[config.mk]
export PLATFORM = sky130hd
export DESIGN_NAME = blur_frame_capture
export DESIGN_NICKNAME = d
export VERILOG_FILES = /design/src/rtl/blur_frame_capture.sv
export SDC_FILE = /design/constraint.sdc
export NUM_CORES = 1
export LEC_CHECK = 0
export BUFFER_PORTS_ARGS = -buffer_cell sky130_fd_sc_hd__buf_4
export CELL_PAD_IN_SITES_DETAIL_PLACEMENT = 0
export CELL_PAD_IN_SITES_GLOBAL_PLACEMENT = 1
export CORE_MARGIN = 2
export CORE_UTILIZATION = 30
export DETAILED_ROUTE_END_ITERATION = 16
export MAX_ROUTING_LAYER = met4
export PLACE_DENSITY_LB_ADDON = 0.1
export SKIP_LAST_GASP = 1
export SLEW_MARGIN = 20
export SYNTH_ARGS = -nofsm -noshare
export SYNTH_HDL_FRONTEND = slang
export SYNTH_SLANG_ARGS = --single-unit
[constraint.sdc]
create_clock -name Clk -period 4.8 [get_ports Clk]
set_clock_uncertainty 0.1 [all_clocks]
set_input_delay 0.72 -clock Clk [delete_from_list [all_inputs] [get_ports Clk]]
set_output_delay 0.72 -clock Clk [all_outputs]
set_load 0.1 [all_outputs]
[src/rtl/blur_frame_capture.sv]
// blur_frame_capture: skips filter warm-up beats, then writes one frame.
// Define BLUR_CAPTURE_BORDER_ZERO_EN to force the 2-pixel border to zero.
module blur_frame_capture #(
    parameter int IMG_W   = 400,
    parameter int IMG_H   = 300,
    parameter int LATENCY = 802,
    parameter int ADDR_W  = 17
) (
    input  logic              Clk,
    input  logic              Reset_n,
    input  logic              Clk_en,
    input  logic [7:0]        din,
    input  logic              start,
    input  logic              wr_ready,
    output logic              wr_en,
    output logic [ADDR_W-1:0] wr_addr,
    output logic [7:0]        wr_data,
    output logic              busy,
    output logic              frame_done,
    output logic              overflow
);
    typedef enum logic [1:0] {IDLE, SKIP, CAPTURE, DRAIN} state_t;

    localparam int NPIX = IMG_W * IMG_H;
    localparam int SKIP_W = (LATENCY > 1) ? $clog2(LATENCY) : 1;
    localparam logic [SKIP_W-1:0] SKIP_LAST =
        SKIP_W'((LATENCY > 0) ? LATENCY - 1 : 0);
    localparam logic [ADDR_W-1:0] ADDR_LAST = ADDR_W'(NPIX - 1);

    state_t            state;
    logic [SKIP_W-1:0] skip_cnt;
    logic [ADDR_W-1:0] addr;
    logic [7:0]        fifo_data [4];
    logic [ADDR_W-1:0] fifo_addr [4];
    logic [1:0]        rd_ptr;
    logic [1:0]        wr_ptr;
    logic [2:0]        count;
    logic              arm;
    logic              advance;
    logic              push;
    logic              pop;
    logic [7:0]        pix;

    assign arm     = (state == IDLE) && start;
    assign advance = (state == CAPTURE) && Clk_en;
    assign pop     = wr_en && wr_ready;
    // A full FIFO still takes a beat when the head leaves this cycle.
    assign push    = advance && ((count != 3'd4) || pop);
    assign wr_en   = (count != 3'd0);
    assign wr_addr = fifo_addr[rd_ptr];
    assign wr_data = fifo_data[rd_ptr];
    assign busy    = (state != IDLE);

`ifdef BLUR_CAPTURE_BORDER_ZERO_EN
    localparam int COL_W = (IMG_W > 1) ? $clog2(IMG_W) : 1;
    localparam int ROW_W = $clog2(IMG_H + 1);

    logic [COL_W-1:0] col;
    logic [ROW_W-1:0] row;
    logic             border;

    always_ff @(posedge Clk) begin
        if (!Reset_n || arm) begin
            col <= '0;
            row <= '0;
        end else if (advance) begin
            if (col == COL_W'(IMG_W - 1)) begin
                col <= '0;
                row <= row + 1'b1;
            end else begin
                col <= col + 1'b1;
            end
        end
    end

    assign border = (row < ROW_W'(2)) || (row >= ROW_W'(IMG_H - 2)) ||
                    (col < COL_W'(2)) || (col >= COL_W'(IMG_W - 2));
    assign pix = border ? 8'd0 : din;
`else
    assign pix = din;
`endif

    always_ff @(posedge Clk) begin
        if (!Reset_n) begin
            state      <= IDLE;
            skip_cnt   <= '0;
            addr       <= '0;
            rd_ptr     <= '0;
            wr_ptr     <= '0;
            count      <= '0;
            frame_done <= 1'b0;
            overflow   <= 1'b0;
            for (int i = 0; i < 4; i++) begin
                fifo_data[i] <= '0;
                fifo_addr[i] <= '0;
            end
        end else begin
            frame_done <= 1'b0;
            if (pop)
                rd_ptr <= rd_ptr + 1'b1;
            if (push) begin
                fifo_data[wr_ptr] <= pix;
                fifo_addr[wr_ptr] <= addr;
                wr_ptr <= wr_ptr + 1'b1;
            end
            count <= count + {2'b00, push} - {2'b00, pop};

            unique case (state)
                IDLE: begin
                    if (start) begin
                        overflow <= 1'b0;
                        skip_cnt <= '0;
                        addr     <= '0;
                        state    <= (LATENCY == 0) ? CAPTURE : SKIP;
                    end
                end
                SKIP: begin
                    if (Clk_en) begin
                        if (skip_cnt == SKIP_LAST)
                            state <= CAPTURE;
                        else
                            skip_cnt <= skip_cnt + 1'b1;
                    end
                end
                CAPTURE: begin
                    if (Clk_en) begin
                        // Dropped beats still consume an address.
                        if (!push)
                            overflow <= 1'b1;
                        addr <= addr + 1'b1;
                        if (addr == ADDR_LAST)
                            state <= DRAIN;
                    end
                end
                DRAIN: begin
                    if ((count == 3'd0) || (pop && count == 3'd1)) begin
                        state      <= IDLE;
                        frame_done <= 1'b1;
                    end
                end
                default: state <= IDLE;
            endcase
        end
    end
endmodule

---- After elaboration in Yosys (flattened, before gate mapping) ----
Memories as Yosys holds them, arrays and structs flattened. A register that Yosys moved wholly into a read port is not among the register bits.
Index checks and enable logic that the tools add are counted.
cells by class
  add/subtract/negate cells ............... 6
  eq/ne operators ......................... 15
  multiplexer cells ....................... 33
  reductions and logical operators ........ 19
operators by type and width
  kind                   count
  $mux 17                3
  $pmux 17 s2            1
  $mux 10                3
  $mux 2                 12
  $pmux 10 s2            1
  $add 17x1->17 const B  1
  $eq 17x17->1 const B   1
  $reduce_or 17->1       1
  $ne 2x2->1 const B     7
  $add 10x1->10 const B  1
  $eq 10x10->1 const B   1
  $mux 1                 10
  $mux 8                 1
  $pmux 2 s4             1
  $reduce_and 4->1       2
  $reduce_or 8->1        1
  $reduce_and 6->1       1
  $reduce_bool 2->1      3
  $add 2x1->2 const B    2
  $eq 2x2->1 const B     2
  $logic_and 1x1->1      4
  $add 3x1->3            1
  $eq 3x1->1 const B     1
  $logic_not 3->1        1
  10 further kinds       11
word-level totals
  register bits after elaboration ......... 38
  bits in writable memories ............... 100
  input port bits ......................... 13
  output and inout bits ................... 29
  word-level logic and storage cells ...... 83
  memories ................................ 2
memory list
  memory     depth  bits a word  rd ports  clocked after Yosys merged registers in  wr ports  line  text
  fifo_addr  4      17           1         1                                        4         34    logic [ADDR_W-1:0] fifo_addr [4];
  fifo_data  4      8            1         1                                        4         33    logic [7:0] fifo_data [4];

---- Longest topological paths before layout ----
Gate-level depths: netlist (run 1).
  word-level depth ........................ 9
  mapped depth ............................ 13
  gate-level depth less buffers ........... 12

---- Worst setup path before layout (run 1) ----
OpenSTA, ideal clock, no wires.
  path type ............................... input-to-reg
  from .................................... input port Clk_en
  to ...................................... memory fifo_addr[1][0], enable pin
  setup time .............................. 442 ps
  arrival ................................. 2988 ps
  required time ........................... 4258 ps
  setup slack ............................. 1271 ps
  stages on the path ...................... 4
  buffers on the path ..................... 0
  path through ............................ nand2_1 a31oi_4 nand2_1 o21ai_0
RTL lines
  item                line  text
  start: declaration  11    input logic Clk_en,
  end: declaration    34

==> reports/results.tsv, run 1 <==
metric	value	unit
maximum VDD drop	0.3264	mV
Synth Cell Area	0.006336	sq mm
total gr overflow	0	
Synth Area in XOR/XNOR	3.456	%
post-CTS sizing	0	
dominant synthesized flop cell	edfxtp_1	
Root Driver	clkbuf_16	
Seq pwr share	35.8	%
largest net degree at the start of global routing	48	
CORE AREA	0.02089	sq mm
normalized max-slew margin	54.15	%
hold_sp	overflow	
Comb power frac	31.5	%
Post-Route WL	13950	um
TNS Setup	0	ps
Synth warnings	0	
clock period minus worst slack	2877	ps
Critical Path Source Type	register	
clock buffer count from CTS	17	
cts hold-fix bufs	0	
Die Width	149.3	um
post-synth cell types	48	
final instance area	0.007572	sq mm
maximum net fanout on the critical path	27	
register area share after synthesis	60.03	%
clock power share	32.7	%
post-layout utilization of the core	36.25	%
Worst Setup End Kind	register	
layout cells sized above 1	21.30	%
placed cell area	0.006964	sq mm
critical path data arrival time	3060	ps
H-tree Lvls	4	
Hold Path Class	reg2reg	
Compound-Gate Fraction of Synth Area	2.547	%
largest family of logic cells by synthesized area	simple AND/OR/NAND/NOR gates	
vias	3724	
Fmax achieved	0.3476	GHz
syn_area_per_cell	13.12	sq um
drt first pass iters	4	
# IOs	42	
ANT cells	0	
final setup margin	1923	ps
Power Density	546.8	mW/mm^2
number of fill cells	2027	
# rows	53	
RSZ-0062 raised after global routing	false	
placed wire-length estimate	8718	um
required time worst endpoint	4980	ps
Syn Inst Count	483	
worst slack, placed	1874	ps
Switching Fraction	37.13	%
Leak Pwr	2.802	nW
Clk pin slew, worst setup/hold paths	60	ps
Crit Reg-Reg Startpoint	state[0]	
sw power	1.538	mW
Synth Area in Adders	2.093	%
setup violators final	0	
routability cong.	0.7317	
Iter 0 DRT Violations	231	
Synth Area in Simple Gates	19.69	%
antenna-violating nets left	0	
final hold vios	0	
Clock Tree Buf Depth	2	
reg-to-reg slack, setup	1920	ps
Slew Limit Fails	0	
max_cap viols	0	
nets	550	
initial antenna violation count	0	
Async S/R FF share, synth	0	%
first-pass GRT wire length	22360	um
commonest non-fill, non-tap cell in the layout	edfxtp_1	
EDFF count, synth	100	
CTS tree	yes	
initial core utilization	30.33	%
Die Footprint	0.02230	sq mm
Die Y	149.3	um
clk sinks	140	
drt drc	0	
flops & latches, synth	140	
worst-margin pin slew	682.5	ps
Buffers on Ports	41	
crit path kind	reg2reg	
Tcrit/Tclk final	59.93	%
WL per Instance	17.12	um
postcts setup bufs	0	
fraction of synthesized area in multiplexers	9.676	%
vias per cell	4.569	
total track usage	13.94	%
Critical Path Source	state[0]	
vias in the first global route	3867	
most frequent cells in the layout	edfxtp_1 (100), and2_1 (79), buf_4 (52)	
net count after synthesis	506	
status	completed	
Skew-Pair Late Insertion Delay	410	ps
Area Growth Syn to Fin	19.51	%
Pint	2.603	mW
-- power by group through the flow --
stage | clock network (mW) | registers (mW) | logic (mW)
5_1_grt | 1.44 | 1.51 | 1.38
4_1_cts | 1.39 | 1.49 | 1.32
3_3_place_gp | 0 | 1.51 | 1.32
6_report | 1.35 | 1.48 | 1.30
3_5_place_dp | 0 | 1.51 | 1.32
2_1_floorplan | 0 | 1.46 | 1.09
-- routing by layer --
layer / vias to the layer above / track usage [%] / share of wire [%]
met2: 47 / 21.45 / 47
met3: 16 / 3.272 / 2.3
li1: 1831 / - / -
met1: 1830 / 18.33 / 49
met4: 0 / 4.381 / 1.4
met5: - / - / 0
-- final timing paths --
check,endpoint,cells past startpoint
max,fifo_addr[2][12],9
min,overflow,2
max reg2reg,fifo_addr[2][12],9
min reg2reg,overflow,2
-- cells by family after synthesis --
group / after synthesis
and+or+nand+nor: 216
DFF: 140
buffers and inverters: 38
muxes: 30
xor gates and xnor gates: 25
AOI/OAI and AO/OA: 24
adders and majority gates: 10
-- state kept, by name, indices dropped and copies added (netlist names), named ones only --
signal and count:
fifo_addr 68, fifo_data 32, addr 17, skip_cnt 10
count 3, rd_ptr 2, state 2, wr_ptr 2
frame_done 1, overflow 1
-- final cells by class --
class                   count  area, sq um  share of cell area [%]
multi-input cells         305         2384                   31.48
flip-flops and latches    140         3807                   50.28
well taps                 275        344.1                   4.544
repair buffers             52        390.4                   5.155
clock buffers              18        429.2                   5.668
clock inverters            14        176.4                   2.330
inverters                  11        41.29                  0.5453
-- synthesized netlist by cell type, drive strengths merged, types with 9 or more instances --
cell,instances,area share [%]
and2,79,7.8
and3,31,3.1
clkbuf,20,1.2
dfxtp,40,13
edfxtp,100,47
ha,9,1.8
inv,11,0.65
mux4,25,8.9
nand2,21,1.3
nand3,18,1.4
nor2,29,1.7
o21ai,9,0.71
xnor2,10,1.4
xor2,15,2.1
-- worst max-delay path: stages (launching register included) --
cell     delay (ps)
dfxtp_1         340
inv_1           110
ha_1            350
nand2_1         160
a31oi_4         170
buf_4           330
nand2_2         210
nor2_2          480
buf_4           320
and2_1          150
-- metrics by stage --
| stage | hold WS [ps] | power (mW) | cells |
|---|---|---|---|
| floorplan | 360.3 | 2.552 | 483 |
| global placement | 377.3 | 2.830 | 783 |
| detailed placement | 381.6 | 2.831 | 783 |
| CTS | 403.4 | 4.200 | 815 |
| global route | 430.2 | 4.328 | 815 |
| finish | 396.7 | 4.140 | 815 |
Power figures use the tool's default switching activity.
==> inputs of run 2 (changes only) <==
Clock period 4.8 ns to 2.5 ns, I/O delays scaled along.
==> run 2 against run 1 <==
Against the previous run: flip-flop and latch count did not move; first-iteration DRC count is 0.43% higher; setup slack worse by 1700 ps; combinational power rose by 110%; clock-buffer cell count is 1 higher; global-route usage rose by 0.79 points; via count rose by 2.6%; critical path depth down 6; largest power group is now combinational cells.
==> reports/results.tsv, run 2 (same netlist as run 1, synthesis figures left out) <==
metric	value	unit	change
Die Y	149.3	um	unchanged
register with the most flip-flops	fifo_addr		
Slew Limit Fails	0		unchanged
max FFs per register	68		unchanged
reg-to-reg slack, setup	200	ps	-1720 ps
commonest non-fill, non-tap cell in the layout	edfxtp_1		
Clk pin slew, worst setup/hold paths	60	ps	about the same
Iter 0 DRT Violations	232		+0.43%
Max stage delay cell, worst path	mux4_2		
final cell count without fillers	823		+0.98%
Die Footprint	0.02230	sq mm	unchanged
clock buffer count from CTS	17		unchanged
depth of the worst register-to-register path	6		-3
CP Cell Sequence	buf_12, mux4_2, buf_4		
largest net degree at the start of global routing	28		-42%
routability cong.	0.7634		+4.3%
CTS tree	yes		
H-tree Lvls	4		unchanged
clock power share	32.8	%	about the same
# rows	53		unchanged
final instance area	0.007750	sq mm	+2.3%
placed cell area	0.007117	sq mm	+2.2%
r2r endpoint	skip_cnt[7]		
Worst Hold End	fifo_data[1][5]		
RSZ-0062 raised after global routing	false		
max_cap viols	0		unchanged
final hold vios	0		unchanged
Tcrit/Tclk final	92.62	%	
crit path kind	reg2out		
cts hold-fix bufs	0		unchanged
Comb power frac	33.8	%	+2.3 points
drt first pass iters	5		+1
drt drc	0		unchanged
status	completed		
vias in the first global route	4031		+4.2%
Post-Route WL	14850	um	+6.4%
CORE AREA	0.02089	sq mm	unchanged
antenna-violating nets left	0		unchanged
Hold Path Class	in2reg		
Fmax achieved	0.4319	GHz	
maximum VDD drop	0.7862	mV	+140%
Die Width	149.3	um	unchanged
Critical Path Source Type	register		
placed wire-length estimate	8660	um	-0.67%
Max stage delay on crit path	560	ps	+80 ps
Switching Fraction	37.48	%	+0.35 points
Skew-Pair Late Insertion Delay	420	ps	about the same
number of fill cells	2030		+0.15%
Leak Pwr	2.881	nW	+2.8%
hold_sp	din[5]		
TNS Setup	0	ps	unchanged
vias per cell	4.643		+1.6%
normalized max-slew margin	59.99	%	+5.8 points
Clock Tree Buf Depth	2		unchanged
setup violators final	0		unchanged
layout cells sized above 1	22.99	%	+1.7 points
most frequent cells in the layout	edfxtp_1 (100), and2_1 (79), buf_4 (53)		
maximum net fanout on the critical path	25		-7.4%
clock period minus worst slack	2315	ps	
initial core utilization	30.33	%	unchanged
total gr overflow	0		unchanged
Post-Place Cells	791		+1.0%
Top delay family on crit path	multiplexers		
ANT cells	0		unchanged
Area Growth Syn to Fin	22.31	%	
Root Driver	clkbuf_16		
post-layout utilization of the core	37.10	%	+0.85 points
required time worst endpoint	2030	ps	-2950 ps
first-pass GRT wire length	23430	um	+4.8%
final setup margin	184.6	ps	-1739 ps
biggest regs	fifo_addr: 68 flops, fifo_data: 32 flops, addr: 17 flops		
Worst Setup End Kind	output pin		
clk sinks	140		unchanged
vias	3821		+2.6%
Power Density	1059	mW/mm^2	+94%
Buf/Inv on CP	2		-1
sw power	3.077	mW	+100%
worst slack, placed	130.0	ps	-1744 ps
Crit Reg-Reg Startpoint	state[1]		
hold path depth	2		unchanged
Seq pwr share	33.4	%	-2.4 points
nets	558		+1.5%
total track usage	14.73	%	+0.79 points
critical path data arrival time	1840	ps	-1220 ps
initial antenna violation count	0		unchanged
Pint	5.132	mW	+97%
WL per Instance	18.04	um	+5.4%
worst-margin pin slew	596.2	ps	-86.33 ps
# IOs	42		unchanged
Buffers on Ports	41		unchanged
[run 2: cell count changes in the layout (fill, tap and decap cells not counted), moves of 2 or more]
cell and delta:
buf_12 +7, clkinv_2 -5, inv_6 +4, clkinv_4 +2
clkinvlp_4 -2, dfxtp_2 +2
[run 2: worst register-to-register path, delay by kind of cell, from the launching register on]
kind            cells  cell delay (ps)
simple gates        3             1230
flops               1              370
fa+ha+maj           1              270
compound gates      1              160
buf+inv             1              100
[run 2: per-stage QoR]
step	hold slack (ps)	power, mW
2_1_floorplan	360.3	4.916
5_1_grt	135.3	8.554
4_1_cts	131.9	8.297
6_report	149.1	8.209
3_5_place_dp	395.7	5.587
3_3_place_gp	378.6	5.577
[run 2: power groups by stage]
stage / Sequential (mW) / Combinational (mW) / Clock (mW)
floorplan: 2.80 / 2.12 / 0
global route: 2.76 / 2.93 / 2.86
CTS: 2.74 / 2.81 / 2.75
finish: 2.74 / 2.78 / 2.69
global placement: 2.78 / 2.80 / 0
detailed placement: 2.79 / 2.80 / 0
[run 2: how the worst max path moves through the flow]
stage / from / endpoint / slack (ps) / cells past startpoint
floorplan: state[0] / count[2] / 50 / 13
global placement: state[0] / count[2] / 190 / 11
detailed placement: state[0] / count[2] / 130 / 11
CTS: state[0] / count[2] / 120 / 11
global route: state[0] / count[2] / 10 / 12
finish: register / wr_addr[8] / 180 / 3
[run 2: repair_timing]
action                     in CTS  in global routing
hold endpoints to repair        0                  0
setup buffers                   0                  0
resized for setup               0                  3
setup endpoints to repair       0                  1
[run 2: layer usage]
layer	vias up	track usage, %	part of all wire [%]
met2	59	23.53	49
met4	0	3.714	0.80
met1	1894	18.96	47
li1	1859	-	-
met5	-	-	0
met3	9	3.547	3.1
[run 2: final cells by class]
| class | count | area, sq um | area share (%) |
|---|---|---|---|
| clock buffers | 19 | 432.9 | 5.586 |
| clock inverters | 13 | 188.9 | 2.438 |
| inverters | 11 | 41.29 | 0.5328 |
| multi-input cells | 305 | 2399 | 30.95 |
| flip-flops and latches | 140 | 3806 | 49.11 |
| well taps | 275 | 344.1 | 4.440 |
| repair buffers | 60 | 538.0 | 6.942 |
==> inputs of run 3 (changes only) <==
Settings changed: RECOVER_POWER from default to 100.
==> run 3 against run 2 <==
Against the previous run: die area stayed put; non-clock buffer count stayed put; via count is 0.37% higher; clock-buffer cell count stayed put; cell count stayed put; first-iteration DRC count is 11% lower; worst hold slack hardly changed; total power is 0.82% lower; setup slack worse by 78 ps; final area is 1.3% lower; largest cell class unchanged; maximum frequency is 3.3% lower; clock power hardly changed.
==> reports/results.tsv, run 3 (same netlist as run 1, synthesis figures left out) <==
metric	value	unit	change
status	completed		
Buffers on Ports	41		unchanged
Die Footprint	0.02230	sq mm	unchanged
CP Cell Sequence	buf_8, mux4_2, clkbuf_4		
clock buffer count from CTS	17		unchanged
sw power	3.064	mW	-0.43%
antenna-violating nets left	0		unchanged
maximum VDD drop	0.7636	mV	-2.9%
worst-margin pin slew	1178	ps	+582.0 ps
first-pass GRT wire length	23430	um	unchanged
number of fill cells	2047		+0.84%
Max stage delay on crit path	560	ps	about the same
initial core utilization	30.33	%	unchanged
depth of the worst register-to-register path	9		+3
Max stage delay cell, worst path	mux4_2		
vias per cell	4.660		+0.37%
Die Y	149.3	um	unchanged
Clk pin slew, worst setup/hold paths	60	ps	about the same
largest net degree at the start of global routing	28		unchanged
RSZ-0062 raised after global routing	false		
vias in the first global route	4031		unchanged
Top delay family on crit path	buffers and inverters		
Critical Path Source Type	register		
GR Util met2	23.53	%	unchanged
required time worst endpoint	2030	ps	about the same
Fmax achieved	0.4177	GHz	-3.3%
Seq pwr share	33.6	%	+0.2 points
TNS Setup	0	ps	unchanged
Pint	5.078	mW	-1.0%
Power Density	1064	mW/mm^2	+0.45%
final hold vios	0		unchanged
Clock Tree Buf Depth	2		unchanged
clk sinks	140		unchanged
# rows	53		unchanged
post-layout utilization of the core	36.63	%	-0.47 points
Area Growth Syn to Fin	20.77	%	
global routing's busiest layer	met2		
Post-Place Cells	791		unchanged
Comb power frac	33.3	%	-0.5 points
placed cell area	0.007117	sq mm	unchanged
Post-Route WL	14850	um	about the same
max_cap viols	0		unchanged
commonest non-fill, non-tap cell in the layout	edfxtp_1		
normalized max-slew margin	21.79	%	-38 points
r2r endpoint	fifo_data[0][6]		
reg-to-reg slack, setup	170	ps	-30 ps
Crit Reg-Reg Startpoint	state[0]		
Die Width	149.3	um	unchanged
clock period minus worst slack	2394	ps	+78.39 ps
vias	3835		+0.37%
biggest regs	fifo_addr: 68 flops, fifo_data: 32 flops, addr: 17 flops		
critical path data arrival time	1920	ps	+80 ps
Setup crit end	wr_addr[16]		
Switching Fraction	37.63	%	+0.15 points
register with the most flip-flops	fifo_addr		
drt drc	0		unchanged
max FFs per register	68		unchanged
clock power share	33.0	%	+0.2 points
CTS tree	yes		
H-tree Lvls	4		unchanged
drt first pass iters	4		-1
grt met1 use	18.96	%	unchanged
ANT cells	0		unchanged
WHS	149.3	ps	+0.1740 ps
Tcrit/Tclk final	95.75	%	+3.1 points
maximum net fanout on the critical path	25		unchanged
Buf/Inv on CP	2		unchanged
CORE AREA	0.02089	sq mm	unchanged
Skew-Pair Late Insertion Delay	420	ps	about the same
total track usage	14.73	%	unchanged
Root Driver	clkbuf_16		
initial antenna violation count	0		unchanged
final instance area	0.007652	sq mm	-1.3%
Worst Setup End Kind	output pin		
crit path kind	reg2out		
Slew Limit Fails	0		unchanged
Iter 0 DRT Violations	206		-11%
Crit path depth	3		unchanged
layout cells sized above 1	21.72	%	-1.3 points
cts hold-fix bufs	0		unchanged
met3 usage	3.547	%	unchanged
most frequent cells in the layout	edfxtp_1 (100), and2_1 (53), dfxtp_1 (38)		
nets	558		unchanged
# IOs	42		unchanged
Leak Pwr	2.812	nW	-2.4%
WL per Instance	18.04	um	about the same
routability cong.	0.7634		unchanged
final cell count without fillers	823		unchanged
total gr overflow	0		unchanged
setup violators final	0		unchanged
placed wire-length estimate	8660	um	unchanged
Hold Path Class	in2reg		
## run 3: power groups by stage
stage          Sequential, mW  Clock, mW  Combinational, mW
3_3_place_gp             2.78          0               2.80
3_5_place_dp             2.79          0               2.80
5_1_grt                  2.76       2.86               2.88
6_report                 2.74       2.69               2.71
2_1_floorplan            2.80          0               2.12
4_1_cts                  2.74       2.75               2.81
## run 3: worst register-to-register path: cells and delay by family (launching register included)
family          cells  cell delay (ps)
buf+inv             3              600
simple gates        4              640
fa+ha+maj           1              170
flops               1              340
compound gates      1              160
## run 3: layout make-up
type / count / area (sq um) / area share, %
Sequential cell: 140 / 3806 / 49.74
Inverter: 11 / 41.29 / 0.5396
Clock buffer: 19 / 432.9 / 5.657
Timing Repair Buffer: 60 / 455.4 / 5.952
Clock inverter: 13 / 188.9 / 2.469
Tap cell: 275 / 344.1 / 4.496
Multi-Input combinational cell: 305 / 2384 / 31.15
## run 3: per-layer routing
metal  share of wire [%]  up-vias
met3                 3.1       10
met1                  47     1900
li1                    -     1861
met5                   0        -
met4                0.92        0
met2                  49       64
## run 3: per-stage QoR
step                power (mW)  worst slack (ps)
finish                   8.142             106.2
detailed placement       5.587             130.0
global placement         5.577             188.7
global route             8.497             7.406
CTS                      8.297             120.0
floorplan                4.916             49.36
## run 3: repair_timing
action	CTS	global route
setup buffers	0	0
endpoints found under the setup margin	0	1
gates resized for setup	0	3
## run 3: worst min path at each step
| stage | from | end | slack (ps) | cells past startpoint |
|---|---|---|---|---|
| after floorplan | skip_cnt[8] | skip_cnt[8] | 360 | 2 |
| after CTS | din[5] | fifo_data[1][5] | 130 | 2 |
| final | din[5] | fifo_data[1][5] | 150 | 2 |
| after global placement | skip_cnt[8] | skip_cnt[8] | 380 | 2 |
| after detailed placement | skip_cnt[8] | skip_cnt[8] | 400 | 2 |
| after global routing | din[5] | fifo_data[0][5] | 140 | 2 |
